[src/rtl/mem_access_unit.sv]
// -----------------------------------------------------------------------------
// mem_access_unit
//
// Memory-stage bus engine. Takes a decoded load/store (direction, store size,
// load funct3, byte address, LSB-aligned store data), checks alignment, builds
// byte enables and lane-replicated write data, runs one req/ack transaction on
// the data-memory port, and returns sign/zero-extended load data. The pipeline
// is stalled for as long as a transaction is in flight.
//
// Ports
//   clock, reset      rising-edge clock, asynchronous active-high reset
//   valid_in          memory op present (sampled only while idle)
//   rw                0 = read, 1 = write
//   store_sel         00 = W, 01 = H, 10 = B, 11 = W
//   load_funct3       LB/LH/LW/LBU/LHU; unknown encodings behave as LW
//   addr, wdata       byte address and LSB-aligned store data
//   mem_req/we/addr/be/wdata   data-memory request (held stable until ack)
//   mem_ack, mem_rdata         one-cycle completion and read word
//   stall             high whenever a transaction is in progress
//   done              one-cycle completion pulse
//   load_data         extended load result, held until the next load completes
//   misaligned        one-cycle pulse for a rejected misaligned access
//   bus_err           one-cycle pulse when the ack timeout expires
//
// TIMEOUT is the number of bus cycles allowed without an ack; 0 disables it.
// -----------------------------------------------------------------------------
module mem_access_unit #(
  parameter int TIMEOUT = 16
) (
  input  logic        clock,
  input  logic        reset,
  input  logic        valid_in,
  input  logic        rw,
  input  logic [1:0]  store_sel,
  input  logic [2:0]  load_funct3,
  input  logic [31:0] addr,
  input  logic [31:0] wdata,
  output logic        mem_req,
  output logic        mem_we,
  output logic [31:0] mem_addr,
  output logic [3:0]  mem_be,
  output logic [31:0] mem_wdata,
  input  logic        mem_ack,
  input  logic [31:0] mem_rdata,
  output logic        stall,
  output logic        done,
  output logic [31:0] load_data,
  output logic        misaligned,
  output logic        bus_err
);

  typedef enum logic [1:0] {
    S_IDLE = 2'd0,
    S_BUS  = 2'd1,
    S_DONE = 2'd2
  } state_e;

  typedef enum logic [1:0] {
    SZ_B = 2'd0,
    SZ_H = 2'd1,
    SZ_W = 2'd2
  } size_e;

  // Counter only needs to reach TIMEOUT-1; keep at least one bit so the
  // design still elaborates with the timeout disabled.
  localparam int            CW   = (TIMEOUT > 1) ? $clog2(TIMEOUT) : 1;
  localparam logic [CW-1:0] LAST = CW'(TIMEOUT - 1);

  // ---------------------------------------------------------------------------
  // State and registered outputs
  // ---------------------------------------------------------------------------
  state_e        state_q, state_d;
  logic          mem_req_q, mem_req_d;
  logic          mem_we_q, mem_we_d;
  logic [31:0]   mem_addr_q, mem_addr_d;
  logic [3:0]    mem_be_q, mem_be_d;
  logic [31:0]   mem_wdata_q, mem_wdata_d;
  logic [31:0]   load_data_q, load_data_d;
  logic          misaligned_q, misaligned_d;
  logic          bus_err_q, bus_err_d;
  logic [CW-1:0] cnt_q, cnt_d;
  // Byte offset and funct3 of the op in flight, needed to pick and extend
  // the returned lane.
  logic [1:0]    addr_lo_q, addr_lo_d;
  logic [2:0]    funct3_q, funct3_d;

  // ---------------------------------------------------------------------------
  // Request decode (from the live inputs, used only when accepting in IDLE)
  // ---------------------------------------------------------------------------
  size_e       size_in;
  logic        aligned_in;
  logic [3:0]  be_in;
  logic [31:0] wdata_in;

  always_comb begin
    // NOTE: every combinational output gets a default before any branch, so
    // no path leaves a signal unassigned and no latch is inferred.
    size_in    = SZ_W;
    aligned_in = 1'b1;
    be_in      = 4'b1111;
    wdata_in   = wdata;

    if (rw) begin
      unique case (store_sel)
        2'b01:   size_in = SZ_H;
        2'b10:   size_in = SZ_B;
        default: size_in = SZ_W;
      endcase
    end else begin
      unique case (load_funct3[1:0])
        2'b00:   size_in = SZ_B;
        2'b01:   size_in = SZ_H;
        default: size_in = SZ_W;
      endcase
    end

    unique case (size_in)
      SZ_B: begin
        aligned_in = 1'b1;
        be_in      = 4'b0001 << addr[1:0];
        wdata_in   = {4{wdata[7:0]}};
      end
      SZ_H: begin
        aligned_in = ~addr[0];
        be_in      = addr[1] ? 4'b1100 : 4'b0011;
        wdata_in   = {2{wdata[15:0]}};
      end
      default: begin
        aligned_in = (addr[1:0] == 2'b00);
        be_in      = 4'b1111;
        wdata_in   = wdata;
      end
    endcase
  end

  // ---------------------------------------------------------------------------
  // Load lane selection and extension (from the latched op)
  // ---------------------------------------------------------------------------
  logic [7:0]  byte_lane;
  logic [15:0] half_lane;
  logic [31:0] load_ext;

  always_comb begin
    byte_lane = mem_rdata[7:0];
    half_lane = addr_lo_q[1] ? mem_rdata[31:16] : mem_rdata[15:0];
    load_ext  = mem_rdata;

    unique case (addr_lo_q)
      2'd0: byte_lane = mem_rdata[7:0];
      2'd1: byte_lane = mem_rdata[15:8];
      2'd2: byte_lane = mem_rdata[23:16];
      default: byte_lane = mem_rdata[31:24];
    endcase

    // funct3[2] distinguishes the unsigned forms (LBU/LHU).
    unique case (funct3_q)
      3'b000:  load_ext = {{24{byte_lane[7]}}, byte_lane};
      3'b001:  load_ext = {{16{half_lane[15]}}, half_lane};
      3'b100:  load_ext = {24'd0, byte_lane};
      3'b101:  load_ext = {16'd0, half_lane};
      default: load_ext = mem_rdata;
    endcase
  end

  // ---------------------------------------------------------------------------
  // Next-state / next-output logic
  // ---------------------------------------------------------------------------
  always_comb begin
    state_d      = state_q;
    mem_req_d    = mem_req_q;
    mem_we_d     = mem_we_q;
    mem_addr_d   = mem_addr_q;
    mem_be_d     = mem_be_q;
    mem_wdata_d  = mem_wdata_q;
    load_data_d  = load_data_q;
    cnt_d        = cnt_q;
    addr_lo_d    = addr_lo_q;
    funct3_d     = funct3_q;
    misaligned_d = 1'b0;
    bus_err_d    = 1'b0;

    unique case (state_q)
      S_IDLE: begin
        if (valid_in) begin
          if (!aligned_in) begin
            // Rejected outright: no bus traffic, stay idle.
            misaligned_d = 1'b1;
          end else begin
            mem_req_d   = 1'b1;
            mem_we_d    = rw;
            mem_addr_d  = {addr[31:2], 2'b00};
            mem_be_d    = be_in;
            mem_wdata_d = wdata_in;
            addr_lo_d   = addr[1:0];
            funct3_d    = load_funct3;
            cnt_d       = '0;
            state_d     = S_BUS;
          end
        end
      end

      S_BUS: begin
        // An ack on the last allowed cycle is checked first, so it wins
        // over the timeout.
        if (mem_ack) begin
          mem_req_d = 1'b0;
          if (!mem_we_q) begin
            load_data_d = load_ext;
          end
          state_d = S_DONE;
        end else if ((TIMEOUT != 0) && (cnt_q == LAST)) begin
          mem_req_d = 1'b0;
          bus_err_d = 1'b1;
          state_d   = S_IDLE;
        end else begin
          cnt_d = cnt_q + CW'(1);
        end
      end

      S_DONE: begin
        state_d = S_IDLE;
      end

      default: begin
        state_d   = S_IDLE;
        mem_req_d = 1'b0;
      end
    endcase
  end

  // ---------------------------------------------------------------------------
  // Registers
  // ---------------------------------------------------------------------------
  // NOTE: sequential state uses non-blocking assignments so every flop samples
  // the pre-edge value of the others, independent of statement order.
  always_ff @(posedge clock or posedge reset) begin
    if (reset) begin
      state_q      <= S_IDLE;
      mem_req_q    <= 1'b0;
      mem_we_q     <= 1'b0;
      mem_addr_q   <= '0;
      mem_be_q     <= '0;
      mem_wdata_q  <= '0;
      load_data_q  <= '0;
      misaligned_q <= 1'b0;
      bus_err_q    <= 1'b0;
      cnt_q        <= '0;
      addr_lo_q    <= '0;
      funct3_q     <= '0;
    end else begin
      state_q      <= state_d;
      mem_req_q    <= mem_req_d;
      mem_we_q     <= mem_we_d;
      mem_addr_q   <= mem_addr_d;
      mem_be_q     <= mem_be_d;
      mem_wdata_q  <= mem_wdata_d;
      load_data_q  <= load_data_d;
      misaligned_q <= misaligned_d;
      bus_err_q    <= bus_err_d;
      cnt_q        <= cnt_d;
      addr_lo_q    <= addr_lo_d;
      funct3_q     <= funct3_d;
    end
  end

  // ---------------------------------------------------------------------------
  // Outputs
  // ---------------------------------------------------------------------------
  assign mem_req    = mem_req_q;
  assign mem_we     = mem_we_q;
  assign mem_addr   = mem_addr_q;
  assign mem_be     = mem_be_q;
  assign mem_wdata  = mem_wdata_q;
  assign load_data  = load_data_q;
  assign misaligned = misaligned_q;
  assign bus_err    = bus_err_q;
  // Both decoded straight from state so they vanish together with it on reset.
  assign stall      = (state_q != S_IDLE);
  assign done       = (state_q == S_DONE);

endmodule
[config.mk]
export PLATFORM = sky130hd
export DESIGN_NAME = mem_access_unit
export DESIGN_NICKNAME = d
export VERILOG_FILES = /design/src/rtl/mem_access_unit.sv
export SDC_FILE = /design/constraint.sdc
export NUM_CORES = 1
export LEC_CHECK = 0
export ABC_AREA = 1
export CORE_ASPECT_RATIO = 0.7
export CORE_UTILIZATION = 48
export DETAILED_ROUTE_END_ITERATION = 8
export GPL_TIMING_DRIVEN = 0
export PLACE_DENSITY = 0.86
export RECOVER_POWER = 100
export SYNTH_ARGS = -nofsm -noshare
export SYNTH_HDL_FRONTEND = slang
export SYNTH_SLANG_ARGS = --single-unit
[constraint.sdc]
create_clock -name clock -period 7.07 [get_ports clock]
set_clock_uncertainty 0.1 [all_clocks]
set_input_delay 1.414 -clock clock [delete_from_list [all_inputs] [get_ports clock]]
set_output_delay 1.414 -clock clock [all_outputs]
set_load 0.02 [all_outputs]
# Yosys cells after proc, flatten, opt, wreduce, memory -nomap -nowiden
# Index checks and enable logic that the tools add are counted.
# totals
ram_bits	0
input_bits	106
latchBits	0
ff_bits	113
out_inout_bits	106
romBits	0
n_memories	0
# op_classes
n_mux	31
bitwise_logic	3
eq_ne	17
order_cmp	0
mul	0
div_mod_pow	0
reduce_logical	13
shift	1
addsub	1
# ops
op	count
$pmux W32 S4	1
$pmux W32 S2	1
$pmux W8 S3	1
$mux W4	5
$mux W16	1
$pmux W4 S2	2
$pmux W2 S2	3
$eq A2 B1 Y1 const B	5
$logic_not A2 Y1	5
$mux W1	10
$mux W2	5
$reduce_and A3 Y1	3
$ne A2 B2 Y1 const B	4
$eq A2 B2 Y1 const B	3
$eq A3 B3 Y1 const B	2
$reduce_and A5 Y1	1
$add A4 B1 Y4 const B	1
$eq A4 B4 Y1 const B	1
$reduce_and A4 Y1	1
$reduce_bool A2 Y1	2
$shl A1 B2 Y4 const A	1
$eq A3 B1 Y1 const B	1
$logic_not A3 Y1	1
$ne A3 B3 Y1 const B	1
other kinds (3)	5

# Logic depth before layout (Yosys ltp)
# depth
depth_word	8
mapped_depth	11
ltp_nobuf	10

# Worst setup path after synthesis
# Ideal clock, no wire load.
# synth_path
path_type	input to register
startpoint	in store_sel[1]
endpoint	reg mem_be_q[0] (netlist: mem_be[0])
setup_time_ns	0.065
path_slack_ns	4.410
path_buffers	1
required_time_ns	6.905
path_stages	10
arrival_ns	2.495
cell_sequence	inv_1 ha_1 nand2_1 o21ai_2 nand2_4 nand2_2 nor2_4 buf_2 nand3_1 nand2_1
# synth_between
elab_chain_len	6
word_cells_on_any_way	9
cone_classes	eq/ne (3); mux (4); reduce/logical (2)
# synth_lines
item	line_no	text
start, declared	34	input logic [1:0] store_sel,
$eq A2 B2 Y1 or $eq A2 B1 Y1 (tied branches)	104	unique case (store_sel)
$pmux W2 S2 (*)	104	
$mux W2 (*)	103	if (rw) begin
$eq A2 B1 Y1 or $logic_not A2 Y1 (tied branches)	117	unique case (size_in)
$pmux W1 S2	117	
$reduce_and A3 Y1 (no source line)	--	
end signal, assigned	255	mem_be_q <= mem_be_d;
end, declared	76	logic [3:0] mem_be_q, mem_be_d;
# Every way passes the cells marked *; elsewhere a longest branch is shown, timed or not.
# A chain may end at the register's enable or synchronous reset.

# Worst setup path in the final report
# layout_path
startpoint	in load_funct3[1]
endpoint	reg addr_lo_q[1]
# layout_between
elab_chain_len	6
word_cells_on_any_way	8
cone_classes	eq/ne (2); mux (3); reduce/logical (3)
# layout_lines
item	line_no	text
start, declared	35	input logic [2:0] load_funct3,
$eq A2 B1 Y1 or $logic_not A2 Y1 (tied branches)	110	unique case (load_funct3[1:0])
$pmux W2 S2 (*)	110	
$mux W2 (*)	103	
$eq A2 B1 Y1 or $logic_not A2 Y1 (tied branches)	117	
$pmux W1 S2 (*)	117	
$reduce_and A3 Y1 (no source line) (*)	--	
end signal, assigned	261	addr_lo_q <= addr_lo_d;
end, declared	84	logic [1:0] addr_lo_q, addr_lo_d;
# Marked as above.

==> results by group <==
Worst setup path
  • Crit path arrival time: 4.27 ns
  • Crit start category: primary input
  • Crit Reg-Reg Endpoint: mem_wdata[16]
  • CP max stage cell: o21ai_0
  • CP startpoint: load_funct3[1]
  • CP Depth: 9
  • R2R Path Start: state_q[0]
  • Worst setup EP type: flip-flop
  • WP buf/inv: 4
  • Worst setup path category: primary input to flip-flop
  • Most frequent CP cell: clkbuf_1
  • Worst-path cell chain: dlygate4sd3_1 > inv_1 > o21ai_0 > nand2_4 > nand3b_1 > clkbuf_1 > clkbuf_1 > nand2_1 > o21ai_1
  • Crit path to: addr_lo_q[1]
  • R2R cell count: 6
  • Crit path max-delay family: buffers and inverters
  • Worst EP required: approximately 7.3 ns
  • Crit path largest cell delay: a little over 0.8 ns
  • Worst-path fanout max: 10
  • Worst R2R Setup Slack: between 4 and 5 ns

Die
  • CORE AREA: approximately 11000 um2
  • Die Height: a little over 90 um
  • Site Rows: 32
  • Die ar.: ~12000 um2
  • Starting Density: 49.96%
  • Die W: between 100 and 150 um
  • Ports: 212

Synth
  • Post-synthesis adder-cell area fraction: less than 1%
  • Synth Area in XOR/XNOR: less than 1%
  • Yosys Warn Count: 0
  • Cell Area, Synth: 5580 um2
  • Post-Syn Area per Cell: ~7.6 um2
  • Flops & latches, synth: 113
  • Synth cell types: 28
  • Largest family of logic cells by synthesized area: simple AND/OR/NAND/NOR gates
  • Post-Synth Simple-Gate Area: 33.14%
  • Mux cell area share after synthesis: 0%
  • Seq/Total Area, Yosys: about half
  • Complex-gate fraction of the synthesized area: 7.175%
  • Post-Syn Instances: between 700 and 800

Place
  • Detailed placement HPWL: approximately 13000 um
  • Dpl cells: ~1100
  • Worst slack, placed: 3.606 ns
  • Final Wtd Congestion: ~0.9
  • Port Buffers: around 210

Finish
  • Most frequent cells in the layout: nand2_1, dfrtp_1, dlygate4sd3_1
  • Layout cells sized above 1: around 6.2%
  • Most common cell after layout, fill and taps aside: nand2_1
  • Area Growth Syn to Fin: 49.66%
  • Antenna Cells: 0
  • Final Net Count: between 1000 and 1500
  • Fin cells: ~1100

STA
  • Tcrit/Tclk final: between 50% and 60%
  • Worst-Margin Slew: around 2.5 ns
  • Fin. Hold Viols: 0
  • Setup ws final: 3.024 ns
  • Max-slew headroom: -66.15%
  • Setup-failing EPs final: 0
  • Pins over their slew limit: 57
  • RSZ-0062 raised after global routing: false
  • Final min period: a little over 4 ns
  • Achievable Freq: around 250 MHz
  • Setup TNS Final: 0 ns

Detailed routing
  • Antenna viol nets, final: 0
  • Wire per inst: approximately 16 um
  • Residual DRC: 0
  • WL final: ~18000 um
  • DR vias: roughly 5800
  • Pre-antenna DRT Iters: 5
  • Vias/cell: between 5 and 6
  • DR iter-0 viols: roughly 570

Clock network
  • CTS Sinks: around 110
  • # H-tree levels: 4
  • Clock root buffer: clkbuf_16
  • Deepest clock path buffer count: 2
  • Post-CTS resize count: 0
  • Clock slew at reported path FFs: roughly 0.050 ns
  • Total CTS buffers: 17
  • CTS tree: yes
  • Worst skew pair latency: about 0.4 ns
  • Post-CTS setup buffers: 0
  • Hold_buf cts: 0

Outcome
  • Status: finished with violations
  • Failing checks: capacitance limit, slew limit

Power and ir drop
  • Pwr/cell area: ~430 nW/um2
  • VDD IR-drop max: between 0.0002 and 0.0003 V
  • Leak: ~4.3 nW

GRT
  • First-pass GRT wire length: approximately 28000 um
  • GRT overflow: 0
  • Via count of the first global-routing pass: 5589
  • Largest net degree at the start of global routing: 58
  • Antenna violations before repair: 1
  • Tot GR Track Use: a little under a third

Flow run
  • Max_cap viols: 1

Hold path
  • Path category of the worst min-delay check: flip-flop to flip-flop
-- registers in the layout (all words and copies together) (netlist names) --
signal	flops
cnt_q	4
mem_req	1
mem_be	4
mem_wdata	32
funct3_q	3
misaligned	1
mem_we	1
addr_lo_q	2
mem_addr	30
state_q	2
load_data	32
bus_err	1
-- cell usage after synthesis --
cell        n  area, um2
and3_1      1      6.260
o21ai_2     1      8.760
a21oi_1    26      130.1
o211ai_1    7      52.55
nand3_1    67      335.3
conb_1      1      3.750
nor2_4      1      11.26
nor3_1      1      5.000
buf_2      18      90.09
nor2_1     16      60.06
or2_0       2      12.51
o21ai_0    32      160.2
buf_4       2      15.01
ha_1        2      25.02
or2_2      11      68.82
a21oi_2     1      8.760
xnor2_1     1      8.760
nand3b_4    1      20.02
nand2_2     5      31.28
clkbuf_1   10      37.54
dfrtp_1   113       2828
buf_6       8      90.09
or2_1       3      18.77
inv_1      59      221.5
nand2_4     1      11.26
nand2_1   338       1269
inv_2       3      11.26
o21ai_1     8      40.04
-- final cells by class --
class                   instances  area [um2]
flip-flops and latches        113        2828
fillers                       852        2819
multi-input cells             527        2260
repair buffers                210        2120
clock buffers                  24       481.7
inverters                      62       234.0
well taps                     153       191.4
plain buffers                  38       180.2
clock inverters                 6       57.56
-- per-layer routing --
| layer | vias to the layer above | global-route usage, % | wire length [um] |
|---|---|---|---|
| met2 | 307 | 46.43 | 7898 |
| met5 | - | 0 | 0 |
| met3 | 42 | 10.09 | 1788 |
| met4 | 0 | 9.483 | 369 |
| li1 | 2772 | - | - |
| met1 | 2685 | 42.25 | 7796 |
-- logic make-up (layout without fill, tap and decap cells) --
logic type                 count (synthesis)  after routing
AOI/OAI and AO/OA                         75             75
adders and majority gates                  2              2
and+or+nand+nor                          447            447
DFF                                      113            113
other                                      1              2
xor gates and xnor gates                   1              1
buffers and inverters                    100            340
-- through the flow --
| stage | utilization (%) | hold WS, ns | cell area (um2) | total power (W) |
|---|---|---|---|---|
| 3_3_place_gp | 70.43 | 0.3562 | 7868 | 0.002898 |
| 2_1_floorplan | - | 0.3554 | 5584 | 0.002086 |
| 4_1_cts | 75.53 | 0.3789 | 8437 | 0.003743 |
| 3_5_place_dp | 70.70 | 0.3643 | 7898 | 0.002928 |
| 5_1_grt | 74.76 | 0.3928 | 8352 | 0.003831 |
| 6_report | 74.76 | 0.3699 | 8352 | 0.003609 |
-- power by group --
part	switching (W)	internal (W)	total [W]
clock	0.000287	0.000504	0.000792
combinational	0.00102	0.000682	0.00170
sequential	0.000169	0.000943	0.00111
-- worst min-delay path by stage --
stage | to | slack, ns | startpoint | cells after the start
after floorplan | cnt_q[3] | 0.36 | cnt_q[3] | 2
after global placement | mem_req | 0.36 | mem_req | 2
after detailed placement | mem_addr[31] | 0.36 | mem_addr[31] | 2
after CTS | mem_addr[31] | 0.38 | mem_addr[31] | 2
after global routing | load_data[7] | 0.39 | load_data[7] | 2
final | mem_req | 0.37 | mem_req | 2
-- worst min-delay path: stages, from the launching register on --
cell and delay (ns):
dfrtp_1 0.34, nand2_1 0.05, nand2_1 0.05
No activity file was read; power rests on OpenSTA's default activity.
